## config.mk

```make
export PLATFORM = sky130hd
export DESIGN_NAME = serial_add_ctrl
export DESIGN_NICKNAME = d
export VERILOG_FILES = /design/src/rtl/serial_add_ctrl_pkg.sv /design/src/rtl/serial_add_ctrl_fulladd.sv /design/src/rtl/serial_add_ctrl.sv
export SDC_FILE = /design/constraint.sdc
export NUM_CORES = 1
export LEC_CHECK = 0
export ABC_AREA = 1
export CORE_ASPECT_RATIO = 0.5
export CORE_MARGIN = 2
export CORE_UTILIZATION = 52
export CTS_BUF_LIST = sky130_fd_sc_hd__clkbuf_4
export DETAILED_ROUTE_END_ITERATION = 10
export PLACE_DENSITY = 0.83
export SLEW_MARGIN = 10
export SYNTH_ARGS = -nofsm -noshare
export SYNTH_HDL_FRONTEND = slang
export SYNTH_SLANG_ARGS = --single-unit
```

## constraint.sdc

```tcl
create_clock -name clk -period 1.67 [get_ports clk]
set_input_delay 0.334 -clock clk [delete_from_list [all_inputs] [get_ports clk]]
set_output_delay 0.334 -clock clk [all_outputs]
set_load 0.01 [all_outputs]
```

## src/rtl/serial_add_ctrl_pkg.sv

```systemverilog
// Shared types for the bit-serial add/sub controller.
// Latency: n/a (types and constants only).
// Backpressure: n/a.
//
// State encoding is fixed so that waveforms and any external decode agree:
// IDLE=0, RUN=1, DONE=2. Encoding 3 is unused and recovers to IDLE.
package serial_add_ctrl_pkg;

  typedef enum logic [1:0] {
    S_IDLE = 2'd0,
    S_RUN  = 2'd1,
    S_DONE = 2'd2
  } state_e;

  // Result bits gathered at the end of a RUN pass.
  typedef struct packed {
    logic c_out;
    logic ovf;
  } flags_t;

  // Carry injected at bit 0: subtraction is a + ~b + 1, so c_in is ignored.
  function automatic logic initial_carry(input logic op_sub, input logic c_in);
    return op_sub ? 1'b1 : c_in;
  endfunction

endpackage

```

## src/rtl/serial_add_ctrl_fulladd.sv

```systemverilog
// One-bit full adder cell shared by the serial datapath.
// Latency: combinational, zero cycles.
// Backpressure: none (pure logic).
//
// Ports:
//   c_in  : carry in
//   a, b  : operand bits
//   s_out : sum bit
//   c_out : carry out
module fulladd (
  input  logic c_in,
  input  logic a,
  input  logic b,
  output logic s_out,
  output logic c_out
);

  logic half_sum;

  assign half_sum = a ^ b;
  assign s_out    = half_sum ^ c_in;
  assign c_out    = (a & b) | (c_in & half_sum);

endmodule

```

## src/rtl/serial_add_ctrl.sv

```systemverilog
// Bit-serial adder/subtractor sequencer: one fulladd cell, LSB first.
// Latency: res_valid rises WIDTH cycles after the accepting edge.
// Backpressure: req_ready only in IDLE; result held in DONE until res_ready.
//
// Ports:
//   clk, rst            : rising-edge clock, asynchronous active-high reset
//   req_valid/req_ready : request handshake carrying a, b, c_in, op_sub
//   a, b                : WIDTH-bit operands
//   c_in                : carry in for add (ignored for subtract)
//   op_sub              : 0 = a+b+c_in, 1 = a-b
//   busy                : serial pass in progress
//   res_valid/res_ready : result handshake carrying sum, c_out, ovf
//   sum                 : WIDTH-bit result, modulo 2^WIDTH
//   c_out               : final carry (subtract: 1 = no borrow)
//   ovf                 : signed overflow
module serial_add_ctrl
  import serial_add_ctrl_pkg::*;
#(
  parameter int WIDTH = 8
) (
  input  logic             clk,
  input  logic             rst,
  input  logic             req_valid,
  output logic             req_ready,
  input  logic [WIDTH-1:0] a,
  input  logic [WIDTH-1:0] b,
  input  logic             c_in,
  input  logic             op_sub,
  output logic             busy,
  output logic             res_valid,
  input  logic             res_ready,
  output logic [WIDTH-1:0] sum,
  output logic             c_out,
  output logic             ovf
);

  localparam int                CNT_W    = $clog2(WIDTH);
  localparam logic [CNT_W-1:0]  CNT_LAST = CNT_W'(WIDTH - 1);

  state_e            state_q, state_d;
  logic [WIDTH-1:0]  a_sr_q, a_sr_d;
  logic [WIDTH-1:0]  b_sr_q, b_sr_d;
  logic [WIDTH-1:0]  sum_sr_q, sum_sr_d;
  logic              carry_q, carry_d;
  logic [CNT_W-1:0]  cnt_q, cnt_d;
  flags_t            flags_q, flags_d;

  logic              fa_s;
  logic              fa_c_out;

  // The single shared cell always looks at bit 0 of the shift registers.
  fulladd u_fulladd (
    .c_in  (carry_q),
    .a     (a_sr_q[0]),
    .b     (b_sr_q[0]),
    .s_out (fa_s),
    .c_out (fa_c_out)
  );

  always_comb begin
    state_d  = state_q;
    a_sr_d   = a_sr_q;
    b_sr_d   = b_sr_q;
    sum_sr_d = sum_sr_q;
    carry_d  = carry_q;
    cnt_d    = cnt_q;
    flags_d  = flags_q;

    case (state_q)
      S_IDLE: begin
        // Operands are captured only here; the request side is free after.
        if (req_valid) begin
          a_sr_d   = a;
          b_sr_d   = op_sub ? ~b : b;
          carry_d  = initial_carry(op_sub, c_in);
          cnt_d    = '0;
          sum_sr_d = '0;
          state_d  = S_RUN;
        end
      end

      S_RUN: begin
        a_sr_d   = a_sr_q >> 1;
        b_sr_d   = b_sr_q >> 1;
        sum_sr_d = {fa_s, sum_sr_q[WIDTH-1:1]};
        carry_d  = fa_c_out;
        if (cnt_q == CNT_LAST) begin
          // On the MSB step carry_q is the carry into the MSB, so the
          // signed overflow is simply carry-in xor carry-out of that bit.
          flags_d.c_out = fa_c_out;
          flags_d.ovf   = carry_q ^ fa_c_out;
          state_d       = S_DONE;
        end else begin
          cnt_d = cnt_q + 1'b1;
        end
      end

      S_DONE: begin
        if (res_ready) begin
          state_d = S_IDLE;
        end
      end

      default: begin
        state_d = S_IDLE;
      end
    endcase
  end

  always_ff @(posedge clk or posedge rst) begin
    if (rst) begin
      state_q  <= S_IDLE;
      a_sr_q   <= '0;
      b_sr_q   <= '0;
      sum_sr_q <= '0;
      carry_q  <= 1'b0;
      cnt_q    <= '0;
      flags_q  <= '0;
    end else begin
      state_q  <= state_d;
      a_sr_q   <= a_sr_d;
      b_sr_q   <= b_sr_d;
      sum_sr_q <= sum_sr_d;
      carry_q  <= carry_d;
      cnt_q    <= cnt_d;
      flags_q  <= flags_d;
    end
  end

  // Handshake outputs decode the registered state; data outputs are flops
  // and keep the last result through IDLE until the next accept.
  assign req_ready = (state_q == S_IDLE);
  assign busy      = (state_q == S_RUN);
  assign res_valid = (state_q == S_DONE);
  assign sum       = sum_sr_q;
  assign c_out     = flags_q.c_out;
  assign ovf       = flags_q.ovf;

endmodule

```

# Word level (Yosys, flattened, before mapping)
# Cells that the tools add are included.
# word_totals
regBits	32
out_inout_bits	13
# op_classes
mux	17
bitwise_logic	7
addsub	1
n_reduce_logical	6
n_eq_ne	7
# op_table
op	n
$pmux W8 S2	3
$mux W8	4
$not A8 Y8	1
$mux W2	3
$mux W3	2
$pmux W2 S3	1
$pmux W3 S2	1
$reduce_and A3 Y1	2
$ne A2 B1 Y1 const B	2
$ne A2 B2 Y1 const B	2
$reduce_and A2 Y1	2
$add A3 B1 Y3 const B	1
$eq A3 B3 Y1 const B	1
$xor A1 B1 Y1	3
$and A1 B1 Y1	2
$eq A2 B1 Y1 const B	1
$eq A2 B2 Y1 const B	1
$logic_not A2 Y1	1
$mux W1	2
$pmux W1 S2	1
$reduce_bool A2 Y1	1
$or A1 B1 Y1	1

# Depth between registers and ports, before layout
# Gate-level depths: netlist of the first run.
# depth
word_depth	4
depth_mapped	7

# Cells and area by module
# From an unflattened synthesis of the first run, not the netlist that was laid out.
# hier_totals
cells_unflattened	221
area_unflattened_um2	1642.8
# modules_own_cells
mod	area_per_inst_um2	cells_per_inst	n_inst
serial_add_ctrl	1622.8	220	1
fulladd	20.0	1	1

# Worst setup path before layout of the first run
# No wires, ideal clock.
# synth_timing
kind	register to register
start	reg carry_q
end	reg flags_q, in the netlist ovf
n_path_buf	0
required_ns	1.594
path_stages_with_launch	5
setup_slack_ns	0.454
arrival_ns	1.140
synth_period_minus_slack_ns	1.216
cell_sequence	dfrtp_1 inv_1 fa_1 xor2_1 o21ai_1
# synth_between
elab_chain_len	3
# synth_lines
item	line_no	rtl
start: declaration	serial_add_ctrl.sv:44	logic carry_q, carry_d;
start signal: assignment	serial_add_ctrl.sv:124	carry_q <= carry_d;
$and A1 B1 Y1	serial_add_ctrl_fulladd.sv:22	assign c_out = (a & b) | (c_in & half_sum);
$or A1 B1 Y1	serial_add_ctrl_fulladd.sv:22	
$xor A1 B1 Y1 (*)	serial_add_ctrl.sv:91	flags_d.ovf = carry_q ^ fa_c_out;
end signal: assignment	serial_add_ctrl.sv:126	flags_q <= flags_d;
end: declaration	serial_add_ctrl.sv:46	flags_t flags_q, flags_d;
# Every way passes the cells marked *; elsewhere a longest branch is shown, timed or not.
# A chain may end at the register's enable or synchronous reset.

# Final worst setup path of the first run
# layout_timing
start	reg sum_sr_q[1] (netlist: sum[1])
end	out sum[1]
# layout_rtl
item	line_no	rtl
start: declaration	serial_add_ctrl.sv:43	logic [WIDTH-1:0] sum_sr_q, sum_sr_d;
start signal: assignment	serial_add_ctrl.sv:123	sum_sr_q <= sum_sr_d;
end: declaration	serial_add_ctrl.sv:32	output logic [WIDTH-1:0] sum,
# No word-level cell between the ends.

==> flow_results.org, run 1 <==
** Timing
- Final hold violations :: 0
- In the finished design, the share of the clock period the worst path needs comes to 95.0%.
- Slew at the pin closest to its max-slew limit :: 0.403 ns
- Setup violations, final :: 0
- The smallest clock period supported by the final layout is computed as ~1.6 ns.
- Adding up every negative setup slack in the final design gives 0 ns.
- Final worst clock skew :: between 0.009 and 0.01 ns
- The number of max-slew violations in the final report came to 0.
- In this run the tightest slew margin relative to its limit is 73.1%.
- Setup repair after global routing left no endpoint under its margin.
- Based on the critical path, the design can be clocked at up to ~0.63 GHz.
- Worst slack on hold paths :: 0.371 ns

** Clocking
- Total of hold buffers inserted after clock tree synthesis :: 0
- In this run, CTS created clock tree buffers numbering 5.
- Clock tree synthesis found a total of 32 sinks.
- Counting along the longest clock path gives a buffer depth of 2.
- Clock tree from TritonCTS :: yes
- Root buffer cell :: clkbuf_4
- The H-tree generated during clock tree synthesis spans 2 levels.
- At the later pin of the worst-skew pair, clock insertion delay measures 0.34 ns.
- Clock transition at path regs :: 0.10 ns

** Worst hold path
- Worst hold path class :: in2async

** Setup path
- Across all register-to-register paths, the minimum setup slack is 0.35 ns.
- FF-to-FF path depth :: 4
- Top delay family on crit path :: buffers and inverters
- For the worst setup path, the data required time is ~1.3 ns.
- FF-to-FF Start :: carry_q
- In this run the worst setup path begins at sum[1].
- R2r endpoint :: ovf
- Walking the worst path, the cells encountered are clkdlybuf4s50_1.
- Counting both buffers and inverters, the worst setup path holds a total of 1.
- The worst setup path is launched from a flip-flop.
- Biggest cell delay along the critical path :: 0.54 ns
- WS Path Type :: reg2out
- For this design, the slowest cell found on the critical path is clkdlybuf4s50_1.
- Data arrives at the worst endpoint at between 1 and 1.5 ns.
- The worst setup path is captured at an output port.
- Along the worst path, the maximum fanout reaches 2.

** Routing
- DRC errors left :: 0
- DR vias :: 1,489
- Total length of routed wires :: 3590 um
- Initial detailed-routing violation count :: just over 90
- Post-detailed-route count of antenna-violating nets :: 0
- After detailed routing, the number of vias per cell comes to 5.00.
- The first detailed-routing pass took 5 iterations.
- Avg WL per Cell :: 12.1 um

** Synth
- Fraction of the yosys area taken by sequential cells :: 49.4%
- Flip-flop and latch count after synthesis :: 32
- A synthesized cell averages around 7.6 um^2.
- Count of mapped cells out of synthesis :: 214
- The synthesized netlist occupies a cell area of 1620 um^2.
- During synthesis, Yosys emitted a total of 0 warnings.
- Number of nets in the synthesized netlist :: about 240
- The synthesized netlist contains 21 unique library cells.

** Final layout
- Antenna diodes :: 0
- Utilization after layout :: 70.5%
- Fraction of final layout cells sized beyond drive strength 1 :: 9.69%
- Compared with the post-synthesis result, the final layout area differs by 30.2%.
- Number of nets at the end of the flow :: ~280
- Summing all non-filler instances in the final layout gives an area of ~2100 um^2.

** GRT
- The first global-routing pass estimated roughly 6200 um of wire.
- Total global-route track usage :: 22.2%
- The number of global-route vias before repair was ~1,400.
- Congestion Overflow GR :: 0
- Pin count of the biggest net entering global routing :: 33
- Antenna violations before repair :: 0

** Place
- At the end of routability-driven placement, the weighted congestion stood at 0.868.
- Buffers on Ports :: 34
- After detailed placement, the total cell area comes to 2050 um^2.
- Final HPWL DP :: 2590 um

** Job
- Number of maximum-capacitance constraint violations :: 0

** Pwr
- The internal power of the cells totals 2.07 mW.
- Dividing total power by cell area gives a power density of 1640 nW/um^2.
- Worst vdd rail ir drop :: between 0.0008 and 0.0009 V
- Overall power :: between 3 and 4 mW
- Combinational cells account for between 50% and 60% of the total power.
- Clock share of power :: 11.7%
- The analysis attributes to cell leakage a power of 1.09 nW.
- Switch Pwr :: 1.39 mW
- Switching share of power :: between 40% and 50%
- Portion of total power attributed to sequential cells :: 38.2%

** Floorplan
- The floorplan has 14 rows.
- Initial Util :: 54.1%
- Number of ports placed on the die boundary :: 35
- From bottom edge to top edge, the die measures 43.5 um.
- Placeable core region :: 3000 um^2
- The floorplan step defined a die boundary enclosing between 3000 and 4000 um^2.
- The die is 83.0 um wide.

** Run status
- The run finished with clean final reports.
-- layout by cell type (no fill, tap or decap), drive strengths merged --
master,instances
o21ai,5
nor2,21
inv,24
o22ai,7
buf,12
o31ai,1
ha,2
xor2,1
nand2,91
clkbuf,5
nand4,2
clkdlybuf4s50,31
nand3,18
clkinv,2
dlygate4sd2,3
dfrtp,32
fa,1
-- per-stage QoR --
stage	std cells	worst slack (ns)
floorplan	214	0.454
global placement	289	0.123
detailed placement	289	0.0718
CTS	298	0.0728
global route	298	0.0471
finish	298	0.0841
-- state kept, by name (all words and copies together), names as in the netlist --
| register | cells |
|---|---|
| a_sr_q | 8 |
| b_sr_q | 8 |
| sum | 8 |
| cnt_q | 3 |
| state_q | 2 |
| c_out | 1 |
| carry_q | 1 |
| ovf | 1 |
-- cells in the mapped netlist, drive strengths merged --
cell | number | area (um^2)
nand3 | 18 | 90.1
clkbuf | 1 | 3.75
buf | 8 | 45.0
o22ai | 7 | 43.8
o31ai | 1 | 7.51
xor2 | 1 | 8.76
nand2 | 91 | 349
nor2 | 21 | 88.8
ha | 2 | 25.0
dfrtp | 32 | 801
inv | 24 | 90.1
nand4 | 2 | 12.5
fa | 1 | 20.0
o21ai | 5 | 36.3
-- power by group through the flow --
stage	clock [mW]	sequential [mW]	combinational (mW)
6_report	0.403	1.32	1.73
5_1_grt	0.442	1.37	1.96
4_1_cts	0.402	1.32	1.75
3_5_place_dp	0	1.34	1.73
3_3_place_gp	0	1.32	1.66
2_1_floorplan	0	1.33	1.08
-- kinds of logic after synthesis --
kind of cell / after synthesis / share of synthesized area [%]
compound gates: 13 / 5.40
xor+xnor: 1 / 0.540
fa+ha+maj: 3 / 2.78
buf+inv: 33 / 8.56
flops: 32 / 49.4
simple gates: 132 / 33.3
-- timing repair --
item	in CTS	in global routing
setup endpoints to repair	3	0
buffers inserted	2	0
resized for setup	6	0
-- routing by layer --
| layer | share of wire [%] | vias up | track usage (%) | wire length (um) |
|---|---|---|---|---|
| li1 | - | 748 | - | - |
| met1 | 42 | 681 | 28.1 | 1500 |
| met2 | 50 | 49 | 35.2 | 1780 |
| met3 | 6.5 | 11 | 6.10 | 232 |
| met4 | 2.1 | 0 | 13.4 | 76 |
| met5 | 0 | - | 0 | 0 |
-- layout make-up --
type	count	area, um^2
Fill cell	234	883
Sequential cell	32	803
Multi-Input combinational cell	149	682
Timing Repair Buffer	46	439
Inverter	24	92.6
Tap cell	40	50.0
Clock buffer	5	37.5
Clock inverter	2	7.51
-- how the worst max path moves through the flow --
stage              to  depth (start not counted)
6_report       sum[1]                          1
4_1_cts        sum[1]                          1
5_1_grt        sum[1]                          1
2_1_floorplan     ovf                          4
3_3_place_gp     busy                          4
3_5_place_dp     busy                          4
(Power assumes the default switching activity.)
==> run 2: changes to the inputs <==
Settings changed: CORE_UTILIZATION 52 to 25, PLACE_DENSITY 0.83 to 0.46.
==> flow_results.org, run 2 (synthesis results as in run 1) <==
** Floorplan
- For this configuration, the core starts out at a cell density of 26.3%.
- 35 I/O pins were placed.
- The die covers 7190 um^2.
- Chip Width :: 118 um
- Placeable core region :: 6160 um^2
- Placement row count :: 20
- The die is ~61 um tall.

** GRT
- The first global-routing pass estimated between 6000 and 7000 um of wire.
- Antenna violations before repair :: 0
- Congestion Overflow GR :: 0
- The number of global-route vias before repair was about 1,400.
- Entering global routing, the biggest net connects 33 pins.
- Global routing consumed, over all layers together, 11.4% of the routing resources.

** Clocking
- The longest clock path from root to sink contains 2 buffers.
- Number of clock buffers inserted by TritonCTS :: 5
- Clock latency on the worst-skew pair :: ~0.33 ns
- Clock-pin slew was measured on the worst setup and hold paths at roughly 0.090 ns.
- TritonCTS built the clock tree.
- H-tree depth :: 2
- Buffers inserted to repair hold after CTS numbered 0.
- Clk sink count :: 32
- In this run the clock root is driven by a clkbuf_4.
- Buffers added to address setup during post-CTS repair amount to 0.

** Place
- Before CTS, the worst setup slack after placement is 0.100 ns.
- Final HPWL DP :: 2680 um
- Routability-driven placement finished with a final weighted congestion of about 0.73.
- During placement, the flow inserted port buffers numbering 34.

** Routing
- Total length of routed wires :: 3720 um
- After detailed routing, the number of vias per cell comes to 4.10.
- The routed layout has 1,409 vias.
- Post-detailed-route count of antenna-violating nets :: 0
- Avg WL per Cell :: 10.8 um
- The first detailed-routing pass took 4 iterations.
- After detailed routing, the number of remaining DRC violations is 0.
- Initial detailed-routing violation count :: 43

** Final layout
- Fraction of final layout cells sized beyond drive strength 1 :: roughly a tenth
- The repair_antennas step left the layout with diodes totalling 0.
- Leaving out fill and tap cells, the most frequent cells in the layout are nand2_1, clkdlybuf4s50_1, dfrtp_1.
- Synthesis-to-layout area growth :: 33.0%
- The final layout contains 281 nets.
- Fill cells :: 686
- The multi-input combinational cells in the finished layout cover a total of 684 um^2.
- In the final layout, flip-flops and latches occupy approximately 800 um^2.
- Most common library cell in the layout ignoring fill and taps :: nand2_1

** Timing
- Measured against its own limit, the worst slew margin works out to 71.9%.
- Setup violations remaining at the end of the flow were counted as 0.
- The worst path meets setup with 0.0783 ns of slack.
- The number of endpoints with negative hold slack in the final report was 0.
- Between clock sinks in the finished design, the worst skew comes to 0.00559 ns.
- Setup TNS :: 0 ns
- Highest clock rate :: 0.628 GHz
- Slew at the pin closest to its max-slew limit :: 0.421 ns
- Final period utilization :: 95.3%
- Setup repair after global routing left no endpoint under its margin.
- Final Max Tran Viols :: 0
- Subtracting the final worst setup slack from the clock period gives between 1.5 and 2 ns.

** Setup path
- Along the worst path, the maximum fanout reaches 3.
- STA classifies the critical path endpoint as an output port.
- Data on the critical path is required at its endpoint by 1.34 ns.
- Data arrival time of the worst path :: between 1 and 1.5 ns
- STA classifies the critical path startpoint as a flip-flop.
- The worst setup path is of the reg2out kind.

** Pwr
- Worst vdd rail ir drop :: between 0.0003 and 0.0004 V
- Power per unit of standard cell area :: about 1600 nW/um^2
- Leakage Power :: 1.08 nW

** Job
- Max-cap violations in this run came to 0.

** Worst hold path
- In this run the worst hold path is classified as in2async.

** Run status
- Status :: finished, final reports clean
-- run 2: cell types whose count changed in the layout (fill, tap and decap cells not counted) --
| cell | change |
|---|---|
| nor2_1 | -1 |
| inv_4 | -1 |
| buf_4 | -2 |
| inv_2 | +1 |
| nor2_2 | +1 |
-- run 2: critical path, cell delays in order, from the launching register on --
cell and delay, ns:
dfrtp_2 0.45, inv_2 0.10, nand2_4 0.05, inv_2 0.06, dlygate4sd2_1 0.27
-- run 2: path summary, 6_finish.rpt --
path,to,from,cells past startpoint,slack (ns)
worst max register to register,ovf,carry_q,4,0.36
max in group asynchronous,state_q[1],rst,3,0.96
worst max-delay path,busy,state_q[1],4,0.08
min in group clk,a_sr_q[1],a_sr_q[1],2,0.49
worst min-delay path,ovf,rst,3,0.40
worst min register to register,a_sr_q[1],a_sr_q[1],2,0.49
-- run 2: power breakdown --
group	switching (mW)	internal (mW)	total [mW]
clock	0.261	0.147	0.407
sequential	0.195	1.12	1.31
combinational	0.913	0.791	1.70
total	1.37	2.06	3.43
-- run 2: metal layers --
layer | GRT usage [%] | wire length, um | part of all wire, %
met2 | 19.9 | 1760 | 47
met3 | 3.01 | 101 | 2.7
met1 | 13.7 | 1820 | 49
met4 | 5.16 | 38 | 1.0
met5 | 0 | 0 | 0
-- run 2: final cells by class --
cell class              instances  share of cell area (%)
clock buffers                   5                    1.74
clock inverters                 2                   0.348
inverters                      24                    4.18
multi-input cells             149                    31.7
flip-flops and latches         32                    37.2
well taps                      88                    5.10
repair buffers                 44                    19.7
-- run 2: repair_timing --
| action | CTS | global route |
|---|---|---|
| setup endpoints to repair | 3 | 0 |
| resized for setup | 6 | 0 |
| endpoints found under the hold margin | 0 | 0 |
-- run 2: metrics by stage --
stage / hold WS, ns / utilization, % / std cells / area [um^2] / power, mW
after floorplan: 0.432 / - / 214 / 1620 / 2.41
after global placement: 0.457 / 34.3 / 337 / 2110 / 3.04
after detailed placement: 0.465 / 34.3 / 337 / 2110 / 3.07
after CTS: 0.399 / 35.0 / 344 / 2160 / 3.49
after global routing: 0.449 / 35.0 / 344 / 2160 / 3.78
final: 0.395 / 35.0 / 344 / 2160 / 3.43
==> run 3: changes to the inputs <==
Settings changed: CORE_UTILIZATION 25 to 30, CTS_CLUSTER_DIAMETER set to 200, PLACE_DENSITY 0.46 to 0.53, SKIP_LAST_GASP set to 1.
==> flow_results.org, run 3 (synthesis results as in run 1) <==
** Run status
- Status :: finished, final reports clean

** Place
- Cell Area, Placed :: about 2100 um^2
- Input and output buffers added on the ports amount to 34.
- Cell count after placement :: 318
- The congestion estimate from routability-driven global placement came to 0.791.
- Detailed placement finished with a half-perimeter wire length of 2500 um.

** Final layout
- Final design area excluding fillers :: 2160 um^2
- Count of non-filler cells in the finished layout :: around 330
- The library cell used most frequently in the layout, excluding fill and tap cells, is nand2_1.
- The library cells used most frequently in the layout, excluding fill and tap cells, are nand2_1, dfrtp_1, clkdlybuf4s50_1.
- Number of nets at the end of the flow :: 282
- Relative to the synthesized area, the layout overhead comes to 32.9%.
- Cells with a size suffix above 1 make up 10.1% of the layout.
- The repair_antennas step left the layout with diodes totalling 0.

** Clocking
- Clock tree from TritonCTS :: yes
- Buffers inserted during clock tree synthesis total 5.
- Maximum clock path buffer count :: 2
- Clock latency on the worst-skew pair :: 0.34 ns
- H-tree depth :: 2
- Root buffer cell :: clkbuf_4
- After clock tree synthesis, the clock-pin slew on the worst setup and hold paths is 0.10 ns.
- For this design, the CTS-stage hold fixing added 0 buffers.
- Clk sink count :: 32

** Timing
- Final period utilization :: 95.7%
- Final worst clock skew :: 0.0145 ns
- Unrepaired setup endpoints after global routing :: false
- Setup violations, final :: 0
- Max-slew headroom :: 72.2%
- The number of endpoints with negative hold slack in the final report was 0.
- Final period demand of the worst path :: approximately 1.6 ns
- Final Max Tran Viols :: 0
- Slew at the pin closest to its max-slew limit :: approximately 0.42 ns
- Timing would allow up to 0.626 GHz.

** Routing
- Dividing the detail-routed wire length by the instance count gives around 11 um.
- Post-detailed-route count of antenna-violating nets :: 0
- DRC errors left :: 0
- Vias per cell :: 4.29
- For this block, the routed nets add up to 3580 um of wire.
- First-pass DRT Iterations :: 4
- Initial detailed-routing violation count :: 36
- DR vias :: about 1,400

** Setup path
- The worst register-to-register path begins at state_q[0].
- For the worst flop-to-flop path, the logic depth is 7.
- Of all nets on the critical path, the largest fanout is 3.
- Data arrival time of the worst path :: 1.26 ns
- WS Path Type :: reg2out
- In this run the critical register-to-register path is captured at carry_q.
- Required @ worst endpoint :: 1.34 ns
- The worst setup path is launched from a flip-flop.
- FF-to-FF setup slack :: 0.29 ns
- The worst setup path is captured at an output port.

** GRT
- Wire length of the first global-routing pass :: 6340 um
- Antenna violations before repair :: 0
- After global routing the overflow that remains totals 0.
- Vias in the first global route :: roughly 1,400
- Entering global routing, the biggest net connects 33 pins.
- Global routing used 13.2% of the available tracks.

** Job
- Number of maximum-capacitance constraint violations :: 0

** Floorplan
- Pin placement for this block handled 35 I/O pins.
- The initial utilization of the core area, before any placement, comes to 32.0%.
- After floorplanning, the core was sized to cover a little over 5000 um^2.
- The die is 56.0 um tall.
- The floorplan step set the die width to 108 um.
- The floorplan has 18 rows.
- Full die area :: 6040 um^2

** Pwr
- Worst vdd rail ir drop :: 0.000456 V
- Power spread over the standard cell area amounts to 1610 nW/um^2.
- Leakage Power :: 1.11 nW
- Power comes to 3.47 mW.

** Worst hold path
- The tightest min-delay check is of the in2async type.
==> run 3: cell count changes in the layout (fill, tap and decap cells not counted), sizes merged <==
cell	change
clkbuf	+2
buf	+1
clkinv	-1
dlygate4sd2	-1
dlymetal6s2s	+1
==> run 3: critical path: stages, from the launching register on <==
cell and delay [ns]:
dfrtp_1 0.44, inv_2 0.12, nand2_4 0.05, inv_2 0.06, dlygate4sd2_1 0.26
==> run 3: cell type report <==
cell class | count | area [um^2]
multi-input cells | 149 | 684
inverters | 24 | 90.1
well taps | 70 | 87.6
clock inverters | 1 | 3.75
flip-flops and latches | 32 | 802
clock buffers | 7 | 52.6
fillers | 521 | 2910
repair buffers | 45 | 435
==> run 3: what timing repair did <==
item                                    4_1_cts  5_1_grt
endpoints found under the setup margin        3        1
resized for setup                             4        1
gates cloned                                  0        0
buffers inserted                              2        0
==> run 3: metal layers <==
metal	vias to the layer above	wire length, um	GRT usage (%)	part of all wire [%]
li1	749	-	-	-
met1	636	1800	18.3	50
met2	21	1630	20.2	45
met3	2	140	3.28	3.9
met4	0	12	4.58	0.34
met5	-	0	0	0
==> run 3: metrics by stage <==
step                      setup slack, ns  util (%)  hold slack (ns)  setup TNS, ns
after floorplan                     0.454         -            0.432              0
after global placement             0.0908      41.1            0.461              0
after detailed placement           0.0684      41.1            0.460              0
after CTS                          -0.205      42.5            0.407         -0.205
after global routing              0.00409      42.5            0.438              0
final                              0.0722      42.5            0.387              0
==> run 3: how the worst max path moves through the flow <==
stage,from,endpoint,slack (ns),cells after the start
final,state_q[1],busy,0.07,4
after global routing,state_q[1],busy,0.004,4
after CTS,state_q[0],req_ready,-0.21,2
after detailed placement,state_q[0],req_ready,0.07,2
after global placement,state_q[0],req_ready,0.09,2
after floorplan,carry_q,ovf,0.45,4
==> run 3: report_power, final <==
| group | switching, mW | internal [mW] | leakage, nW |
|---|---|---|---|
| combinational | 0.910 | 0.798 | 0.670 |
| clock | 0.260 | 0.194 | 0.0338 |
| sequential | 0.193 | 1.12 | 0.404 |
